$ cat src/rtl/mac_acc_sched_if.sv
// Operand-stream and result handshake bundle for mac_acc_sched.
// master = sequencer side, slave = source/datapath/sink side.
interface mac_acc_sched_if;

    // Operand stream from the source
    logic in_valid_i;
    logic in_ready_o;

    // Datapath control strobes
    logic mac_en_o;
    logic acc_clr_o;
    logic acc_last_o;

    // Result port toward the consumer
    logic res_valid_o;
    logic res_ready_i;

    modport master (
        input  in_valid_i,
        input  res_ready_i,
        output in_ready_o,
        output mac_en_o,
        output acc_clr_o,
        output acc_last_o,
        output res_valid_o
    );

    modport slave (
        output in_valid_i,
        output res_ready_i,
        input  in_ready_o,
        input  mac_en_o,
        input  acc_clr_o,
        input  acc_last_o,
        input  res_valid_o
    );

endinterface

$ cat src/rtl/mac_acc_sched.sv
// Multiply-accumulate job sequencer: meters operands, frames windows,
// presents results and signals job completion.
//
// Ports:
//   clk, rst_n        clock, async active-low reset
//   start_i           job request (honoured only when idle)
//   cfg_len_i         products per accumulation (nonzero)
//   cfg_num_i         results per job (nonzero)
//   abort_i           synchronous job abort
//   busy_o            job in progress
//   cfg_err_o         one-cycle pulse on start with a zero config
//   bus               operand/result handshake bundle (master side)
//   done_o            one-cycle pulse after the last result is taken
//   irq_o             sticky completion interrupt
//   irq_clr_i         clears irq_o
module mac_acc_sched #(
    parameter int WIDTH_CNT = 5
) (
    input  logic                 clk,
    input  logic                 rst_n,
    input  logic                 start_i,
    input  logic [WIDTH_CNT-1:0] cfg_len_i,
    input  logic [WIDTH_CNT-1:0] cfg_num_i,
    input  logic                 abort_i,
    output logic                 busy_o,
    output logic                 cfg_err_o,
    mac_acc_sched_if.master      bus,
    output logic                 done_o,
    output logic                 irq_o,
    input  logic                 irq_clr_i
);

    typedef enum logic [1:0] {
        IDLE  = 2'd0,
        RUN   = 2'd1,
        DRAIN = 2'd2
    } state_t;

    localparam logic [WIDTH_CNT-1:0] ONE = WIDTH_CNT'(1);

    state_t               state;
    logic [WIDTH_CNT-1:0] len_q;
    logic [WIDTH_CNT-1:0] num_q;
    logic [WIDTH_CNT-1:0] beat_cnt;
    logic [WIDTH_CNT-1:0] res_cnt;
    logic                 res_valid_q;
    logic                 cfg_err_q;
    logic                 done_q;
    logic                 irq_q;

    logic                 stall;
    logic                 in_ready;
    logic                 mac_en;
    logic                 beat_first;
    logic                 beat_last;
    logic                 res_hs;
    logic                 cfg_ok;
    logic [WIDTH_CNT-1:0] len_m1;
    logic [WIDTH_CNT-1:0] res_cnt_nxt;

    // len is never zero inside a job, so len-1 cannot underflow there.
    assign len_m1      = len_q - ONE;
    assign res_cnt_nxt = res_cnt + ONE;
    assign cfg_ok      = (cfg_len_i != '0) && (cfg_num_i != '0);

    assign stall    = res_valid_q && !bus.res_ready_i;
    assign res_hs   = res_valid_q && bus.res_ready_i;
    // An aborting cycle must not consume the presented beat.
    assign in_ready = (state == RUN) && !stall && !abort_i;
    assign mac_en   = in_ready && bus.in_valid_i;

    assign beat_first = (beat_cnt == '0);
    assign beat_last  = (beat_cnt == len_m1);

    assign bus.in_ready_o  = in_ready;
    assign bus.mac_en_o    = mac_en;
    assign bus.acc_clr_o   = mac_en && beat_first;
    assign bus.acc_last_o  = mac_en && beat_last;
    assign bus.res_valid_o = res_valid_q;

    assign busy_o    = (state != IDLE);
    assign cfg_err_o = cfg_err_q;
    assign done_o    = done_q;
    assign irq_o     = irq_q;

    always_ff @(posedge clk or negedge rst_n) begin
        if (!rst_n) begin
            state       <= IDLE;
            len_q       <= '0;
            num_q       <= '0;
            beat_cnt    <= '0;
            res_cnt     <= '0;
            res_valid_q <= 1'b0;
            cfg_err_q   <= 1'b0;
            done_q      <= 1'b0;
            irq_q       <= 1'b0;
        end else begin
            cfg_err_q <= 1'b0;
            done_q    <= 1'b0;

            if (irq_clr_i) begin
                irq_q <= 1'b0;
            end

            // Ordering gives a new result priority over consumption.
            if (res_hs) begin
                res_valid_q <= 1'b0;
            end
            if (mac_en && beat_last) begin
                res_valid_q <= 1'b1;
            end

            unique case (state)
                IDLE: begin
                    if (start_i) begin
                        if (cfg_ok) begin
                            len_q    <= cfg_len_i;
                            num_q    <= cfg_num_i;
                            beat_cnt <= '0;
                            res_cnt  <= '0;
                            state    <= RUN;
                        end else begin
                            cfg_err_q <= 1'b1;
                        end
                    end
                end

                RUN: begin
                    if (abort_i) begin
                        beat_cnt    <= '0;
                        res_cnt     <= '0;
                        res_valid_q <= 1'b0;
                        state       <= IDLE;
                    end else if (mac_en) begin
                        if (beat_last) begin
                            beat_cnt <= '0;
                            res_cnt  <= res_cnt_nxt;
                            if (res_cnt_nxt == num_q) begin
                                state <= DRAIN;
                            end
                        end else begin
                            beat_cnt <= beat_cnt + ONE;
                        end
                    end
                end

                DRAIN: begin
                    if (abort_i) begin
                        beat_cnt    <= '0;
                        res_cnt     <= '0;
                        res_valid_q <= 1'b0;
                        state       <= IDLE;
                    end else if (res_hs) begin
                        // Only the final result can be pending here.
                        res_cnt <= '0;
                        done_q  <= 1'b1;
                        irq_q   <= 1'b1;
                        state   <= IDLE;
                    end
                end

                default: begin
                    state <= IDLE;
                end
            endcase
        end
    end

endmodule

$ cat src/flat_wrapper.sv
// flat-port wrapper written by rule: the top's interface ports become plain ports
module mac_acc_sched_flat 
#(
    parameter int WIDTH_CNT = 5
)
  (clk, rst_n, start_i, cfg_len_i, cfg_num_i, abort_i, busy_o, cfg_err_o, done_o, irq_o, irq_clr_i, bus_in_valid_i, bus_res_ready_i, bus_in_ready_o, bus_mac_en_o, bus_acc_clr_o, bus_acc_last_o, bus_res_valid_o);
  mac_acc_sched_if bus_i ();
  input  logic clk;
  input  logic rst_n;
  input  logic start_i;
  input  logic [WIDTH_CNT-1:0] cfg_len_i;
  input  logic [WIDTH_CNT-1:0] cfg_num_i;
  input  logic abort_i;
  output logic busy_o;
  output logic cfg_err_o;
  output logic done_o;
  output logic irq_o;
  input  logic irq_clr_i;
  input wire logic [$bits(bus_i.in_valid_i)-1:0] bus_in_valid_i;
  input wire logic [$bits(bus_i.res_ready_i)-1:0] bus_res_ready_i;
  output wire logic [$bits(bus_i.in_ready_o)-1:0] bus_in_ready_o;
  output wire logic [$bits(bus_i.mac_en_o)-1:0] bus_mac_en_o;
  output wire logic [$bits(bus_i.acc_clr_o)-1:0] bus_acc_clr_o;
  output wire logic [$bits(bus_i.acc_last_o)-1:0] bus_acc_last_o;
  output wire logic [$bits(bus_i.res_valid_o)-1:0] bus_res_valid_o;
  assign bus_i.in_valid_i = bus_in_valid_i;
  assign bus_i.res_ready_i = bus_res_ready_i;
  assign bus_in_ready_o = bus_i.in_ready_o;
  assign bus_mac_en_o = bus_i.mac_en_o;
  assign bus_acc_clr_o = bus_i.acc_clr_o;
  assign bus_acc_last_o = bus_i.acc_last_o;
  assign bus_res_valid_o = bus_i.res_valid_o;
  mac_acc_sched #(.WIDTH_CNT(WIDTH_CNT)) u_core (.clk(clk), .rst_n(rst_n), .start_i(start_i), .cfg_len_i(cfg_len_i), .cfg_num_i(cfg_num_i), .abort_i(abort_i), .busy_o(busy_o), .cfg_err_o(cfg_err_o), .bus(bus_i), .done_o(done_o), .irq_o(irq_o), .irq_clr_i(irq_clr_i));
endmodule
$ cat config.mk
export PLATFORM = sky130hd
export DESIGN_NAME = mac_acc_sched_flat
export DESIGN_NICKNAME = d
export VERILOG_FILES = /design/src/rtl/mac_acc_sched_if.sv /design/src/rtl/mac_acc_sched.sv /design/src/flat_wrapper.sv
export SDC_FILE = /design/constraint.sdc
export NUM_CORES = 1
export LEC_CHECK = 0
export ABC_AREA = 1
export CAP_MARGIN = 20
export CORE_UTILIZATION = 50
export DETAILED_ROUTE_END_ITERATION = 8
export GPL_ROUTABILITY_DRIVEN = 1
export PLACE_DENSITY_LB_ADDON = 0.05
export SLEW_MARGIN = 20
export SYNTH_ARGS = -nofsm -noshare
export SYNTH_HDL_FRONTEND = slang
export SYNTH_SLANG_ARGS = --single-unit
$ cat constraint.sdc
create_clock -name clk -period 4.2 [get_ports clk]
set_clock_uncertainty 0.15 [all_clocks]
set_input_delay 0.42 -clock clk [delete_from_list [all_inputs] [get_ports clk]]
set_output_delay 0.42 -clock clk [all_outputs]
set_load 0.01 [all_outputs]
## Yosys cells after proc, flatten, opt, wreduce, memory -nomap -nowiden

Cells that the tools add are included.

| storage, ports and cells | value |
|---|---|
| input bits | 17 |
| output and inout bits | 9 |
| word-level logic and storage cells | 81 |
| register bits after elaboration | 26 |

| operators by class | value |
|---|---|
| mux-type cells | 36 |
| $add $sub $neg | 3 |
| equality and inequality tests | 11 |
| reductions and logical operators | 22 |

Operators with widths:

| kind | count |
|---|---|
| 2-to-1 mux 5 bit | 11 |
| case mux 5 bit (3 select lines) | 2 |
| 2-to-1 mux 2 bit | 8 |
| 2-to-1 mux 1 bit | 14 |
| AND reduction 6 bit | 2 |
| adder 5 x 1 -> 5 bit (second input constant) | 2 |
| == test 5 bit | 2 |
| nonzero test 5 bit | 2 |
| != test 3 x 2 -> 1 bit (second input constant) | 3 |
| logical AND 1 bit | 8 |
| case mux 2 bit (3 select lines) | 1 |
| zero test 5 bit | 1 |
| AND reduction 5 bit | 1 |
| subtractor 5 x 1 -> 5 bit (second input constant) | 1 |
| != test 2 bit (second input constant) | 2 |
| zero test 1 bit | 3 |
| != test 3 bit (second input constant) | 1 |
| AND reduction 3 bit | 1 |
| nonzero test 3 bit | 1 |
| == test 2 x 1 -> 1 bit (second input constant) | 1 |
| == test 2 bit (second input constant) | 1 |
| zero test 2 bit | 1 |
| != test 2 x 1 -> 1 bit (second input constant) | 1 |
| nonzero test 2 bit | 1 |
| OR reduction 2 bit | 1 |

## Depth between registers and ports, before layout

Gate-level depths: netlist of run 1.

| depth | value |
|---|---|
| word-level depth | 10 |
| depth in mapped cells | 14 |
| depth with buffers taken out | 14 |

## Least setup slack after synthesis of run 1

No wires, ideal clock.

| path | value |
|---|---|
| path kind | reg2out |
| from | register u_core.len_q[0] |
| to | output bus_acc_last_o |
| stages on the path, launching flop included | 10 |
| arrival | 1.264 ns |
| setup slack | 2.366 ns |
| cells stage by stage | dfrtp_1 > inv_1 > ha_1 > nand2_1 > nand2_1 > nor2_1 > nand2_1 > nor2_2 > nand2_2 > nor2_4 |

| on the way | value |
|---|---|
| cells in the longest elaborated chain, start to end | 3 |

RTL lines:

| what | RTL line | text |
|---|---|---|
| start: declaration | mac_acc_sched.sv:42 | `logic [WIDTH_CNT-1:0] len_q;` |
| start signal: assignment | mac_acc_sched.sv:117 | `len_q <= cfg_len_i;` |
| subtractor 5 x 1 -> 5 bit | mac_acc_sched.sv:62 | `assign len_m1 = len_q - ONE;` |
| == test 5 bit | mac_acc_sched.sv:73 | `assign beat_last = (beat_cnt == len_m1);` |
| logical AND 1 bit | mac_acc_sched.sv:78 | `assign bus.acc_last_o = mac_en && beat_last;` |
| end: declaration | flat_wrapper.sv:24 | `output wire logic [$bits(bus_i.acc_last_o)-1:0] bus_acc_last_o;` |

Every way passes these cells.

## Final worst setup path of run 1

Same ends and word-level chain as after synthesis.

==> metrics.csv, run 1 <==
metric,value,unit
status,completed,
fin_ws,1.33,ns
grt_max_degree,19,
maxSlewHeadroom,59.0,%
ctsHoldBuffers,0,
fillerInstances,297,
drt-pass1-iter-count,4,
synth_edf_count,0,
synth_nets,252,
postCtsSetupBuffers,0,
crit-reg2reg-capture,u_core.beat_cnt[2],
rsz0062_at_grt,no,
hold_class,primary input to asynchronous set/reset pin,
worst_skew_pair.late_latency,0.32,ns
yosysSeqAreaShare,38.2,%
ys.flop_type,dfrtp_1,
die_h,60.4,µm
endpoint,bus_acc_last_o,
critical_path_class,flip-flop to primary output,
powerDensity,499,mW/mm²
synth_top_area_share,38.2,%
power,1.02,mW
htreeDepth,1,
die-area,0.00365,mm²
place_ws,1.53,ns
drv_cap,0,
worstPathMaxFanout,4,
final.period_utilization,68.2,%
post-dp-hpwl,2570,µm
via_per_inst,4.83,
crit_path_end_kind,primary output,
ff2ff_path_depth,13,
post-route-util,65.0,%
overflow,0,
p_leak,1.01,nW
synth_area_leaders,"dfrtp_1 38%, nand2_1 13%, inv_1 8.6%",
reg2reg_from,u_core.state[1],
grt_pass1_wl,5370,µm
crit_path_start_kind,flip-flop,
grt_pass1_vias,1247,
ys_ff_latch,26,
cts_tree,built,
gp_congestion,0.816,
fmax,349,MHz
syn_avg_cell_area,7.51,µm²
grt_usage,19.7,%
ir_drop,188,µV
worst-slew-pin-transition,0.613,ns
numCtsBuffers,3,
ctsRootBufferMaster,clkbuf_4,
netlist_instances,227,
ys_types,31,
drc,0,
layout_min_cycle_time,2.87,ns
synthArstFlopShare,100,%
cts-resized-gates,0,
final_common_cell,nand2_1,
path_clk_slew,0.14,ns
crit_arrival,2.30,ns
vias,1450,
ys.warnings.count,0,
initial_utilization,54.0,%
row_count,20,
r2r_slack,2.15,ns
crit_required,3.63,ns
die_x,60.4,µm
area_delta_synth_final,20.2,%
drt-total-wl,3260,µm
clk_path_buf_depth,2,
detail_route.wl_per_cell,10.9,µm
drv_slew,0,
drive_gt1_share,11.3,%
core_area,0.00315,mm²
setup_tns,0,ns
pin_count,26,
hold_viol_final,0,
synth_area,0.00170,mm²
first_iter_violations,40,
synth_area_leader_cell,dfrtp_1,
antenna_left,0,
portBuffers,25,
fin_nets,282,
antenna_found_initial,0,
diodes,0,
final_cell_mix,"61 x nand2_1, 39 x inv_1, 26 x dfrtp_1",
clock-sinks,26,
setup_violations,0,
cp-startpoint,u_core.len_q[0],
-- cell families (layout without fill, tap and decap cells) --
group,after synthesis,after routing,share of synthesized area (%)
AND/OR/NAND/NOR,120,120,35.2
multiplexers,2,2,1.32
AO/OA/AOI/OAI,25,25,8.22
XOR/XNOR,3,3,1.54
adder cells (fa/ha/maj),8,8,5.87
flip-flops,26,26,38.2
buffers and inverters,43,72,9.69
-- registers in the layout, indices dropped and copies added, names as in the netlist --
register,cells
u_core.beat_cnt,5
u_core.bus.res_valid_o,1
u_core.state,2
u_core.len_q,5
u_core.irq_o,1
u_core.cfg_err_o,1
u_core.done_o,1
u_core.num_q,5
u_core.res_cnt,5
-- worst min-delay path by stage --
| stage | endpoint | slack (ns) | depth (start not counted) |
|---|---|---|---|
| final | u_core.num_q[0] | 0.24 | 1 |
| after global routing | u_core.num_q[0] | 0.25 | 1 |
| after CTS | u_core.num_q[0] | 0.25 | 1 |
| after detailed placement | u_core.num_q[2] | 0.36 | 2 |
| after global placement | u_core.num_q[2] | 0.35 | 2 |
| after floorplan | u_core.beat_cnt[0] | -0.03 | 0 |
-- cell type report --
class	count	area (µm²)	share of cell area (%)
multi-input combinational	158	888	43.4
sequential	26	651	31.8
timing repair buffer	26	258	12.6
inverter	42	160	7.82
tap	44	55.1	2.69
clock buffer	4	36.3	1.77
-- cell usage after synthesis (2+ instances only) --
master / n
a21oi_2: 2
nand4_1: 4
o21ai_1: 7
nor2_4: 3
mux2_2: 2
nor2_2: 2
xor2_1: 2
a21oi_1: 3
nand2_2: 5
nand2_4: 2
inv_2: 2
o21ai_0: 10
inv_1: 39
ha_1: 8
nand2_1: 61
dfrtp_1: 26
nor3_1: 4
nand3_1: 16
nor2_1: 17
-- report_power, final --
part | switching, mW | internal, mW
sequential | 0.0641 | 0.320
combinational | 0.303 | 0.205
clock | 0.0765 | 0.0531
total | 0.444 | 0.578
-- critical path, cell delays in order (launching register included) --
cell,delay (ns)
dfrtp_1,0.42
inv_1,0.11
ha_1,0.20
inv_1,0.05
nand2_1,0.08
nand2_1,0.06
nand2_1,0.06
nand2_1,0.05
nor2_1,0.14
nand2_2,0.13
nor2_4,0.13
clkdlybuf4s50_1,0.55
-- stage by stage --
step	instance area [µm²]	hold WS [ns]	cells
after global placement	2010	0.349	296
after detailed placement	2010	0.361	296
after CTS	2050	0.249	300
after global routing	2050	0.250	300
after floorplan	1700	-0.0256	227
final	2050	0.235	300
-- layer usage --
layer	up-vias	share of wire (%)	wire length [µm]	track usage (%)
met5	-	0	0	0
met4	0	1.1	36	5.98
met3	4	3.9	126	2.77
met2	32	43	1400	30.0
met1	638	52	1690	29.0
li1	776	-	-	-
(Power assumes the default switching activity.)
==> run 2, diff against run 1 <==
- clock period: 4.2 -> 3 ns (I/O delays scaled with it)
==> run 2 against run 1 <==
  * Sequential share of layout area rose by 0.21 points
  * Clock power rose by 18%
  * Non-clock buffer count did not move
  * Design area fell by 0.67%
==> metrics.csv, run 2 (synthesis results as in run 1) <==
metric,value,unit,change
grt_usage,20.4,%,+0.66 points
path_buf_inv,3,,unchanged
core_area,0.00315,mm²,unchanged
worst_skew_pair.late_latency,0.32,ns,about the same
post-dp-hpwl,2550,µm,-0.98%
r2r_slack,0.98,ns,-1.17 ns
crit_required,2.55,ns,-1.08 ns
worst-slew-pin-transition,0.589,ns,-0.0236 ns
numCtsBuffers,3,,unchanged
path_clk_slew,0.14,ns,about the same
row_count,20,,unchanged
antenna_left,0,,unchanged
drv_slew,0,,unchanged
vias,1417,,-2.3%
cpPeakStageDelay,0.54,ns,about the same
cts_tree,built,,
first_iter_violations,51,,+28%
die_x,60.4,µm,unchanged
gp_congestion,0.842,,+3.2%
grt_pass1_wl,5480,µm,+2.0%
portBuffers,25,,unchanged
worstPathCellList,inv_1 > ha_1 > inv_1 > nand2_1 > nand2_1 > nor2_1 > nand2_1 > nor2_2 > nand2_2 > nor2_4 > clkdlybuf4s50_1,,
fin_nets,282,,unchanged
cp-startpoint,u_core.len_q[0],,
p_leak,1.01,nW,-0.71%
stdcell_area,0.00203,mm²,-0.67%
status,completed,,
rsz0062_at_grt,no,,
via_per_inst,4.74,,-1.9%
crit_top_cell,nand2_1,,
crit_path_start_kind,flip-flop,,
diodes,0,,unchanged
critical_path_class,flip-flop to primary output,,
drt-total-wl,3280,µm,+0.68%
setup_tns,0,ns,unchanged
drive_gt1_share,11.0,%,-0.35 points
worstPathMaxFanout,4,,unchanged
crit-reg2reg-capture,u_core.beat_cnt[2],,
htreeDepth,1,,unchanged
clk_path_buf_depth,2,,unchanged
drc,0,,unchanged
ctsHoldBuffers,0,,unchanged
setup_violations,0,,unchanged
die-area,0.00365,mm²,unchanged
clock-sinks,26,,unchanged
power,1.40,mW,+37%
hold_class,primary input to asynchronous set/reset pin,,
initial_utilization,54.0,%,unchanged
ir_drop,262,µV,+39%
drt-pass1-iter-count,4,,unchanged
place_area,0.00201,mm²,unchanged
area_delta_synth_final,19.4,%,
slowest_stage,clkdlybuf4s50_1,,
reg2reg_from,u_core.state[1],,
layout_min_cycle_time,2.70,ns,
powerDensity,689,mW/mm²,+38%
die_h,60.4,µm,unchanged
ff2ff_path_depth,13,,unchanged
drv_cap,0,,unchanged
hold_viol_final,0,,unchanged
final_cell_mix,"61 x nand2_1, 39 x inv_1, 26 x dfrtp_1",,
crit_path_end_kind,primary output,,
pin_count,26,,unchanged
path_delay_family,buffers and inverters,,
postCtsSetupBuffers,0,,unchanged
final.period_utilization,90.0,%,
cts-resized-gates,0,,unchanged
maxSlewHeadroom,60.6,%,+1.6 points
final_common_cell,nand2_1,,
grt_max_degree,27,,+8
ctsRootBufferMaster,clkbuf_4,,
fmax,370,MHz,
antenna_found_initial,0,,unchanged
overflow,0,,unchanged
grt_pass1_vias,1251,,+0.32%
crit_arrival,2.25,ns,-0.05 ns
detail_route.wl_per_cell,11.0,µm,+1.0%
## run 2: cell types whose count changed in the layout (fill, tap and decap cells not counted), sizes merged
| cell | delta |
|---|---|
| clkbuf | -1 |
## run 2: metal layers
layer | vias up | GRT usage [%] | wire length (µm)
met1 | 622 | 28.4 | 1710
li1 | 763 | - | -
met3 | 2 | 3.20 | 144
met4 | 0 | 6.98 | 21
met5 | - | 0 | 0
met2 | 30 | 32.0 | 1400
## run 2: cell type report
cell class | count | area [µm²]
clock buffer | 3 | 22.5
multi-input combinational | 158 | 888
timing repair buffer | 26 | 258
inverter | 42 | 160
fill | 302 | 1120
tap | 44 | 55.1
sequential | 26 | 651
## run 2: metrics by stage
step                      util [%]  instances  hold WS (ns)  worst slack [ns]
after floorplan                  -        227        -0.146              1.17
after global placement        63.8        296         0.345             0.606
after global routing          64.5        299         0.194            0.0954
after CTS                     64.5        299         0.196             0.265
final                         64.5        299         0.190             0.300
after detailed placement      63.8        296         0.357             0.614
## run 2: how the worst max path moves through the flow
stage	to	slack, ns	cells past startpoint
after floorplan	u_core.beat_cnt[2]	1.17	13
after global placement	bus_acc_clr_o	0.61	5
after detailed placement	bus_acc_clr_o	0.61	5
after CTS	bus_acc_last_o	0.26	11
after global routing	bus_acc_last_o	0.1	11
final	bus_acc_last_o	0.30	11
## run 2: where the power goes
group	internal, mW	switching (mW)	leakage, nW	total, mW
logic	0.286	0.421	0.655	0.707
clock network	0.0470	0.106	0.0138	0.153
registers	0.448	0.0942	0.338	0.542
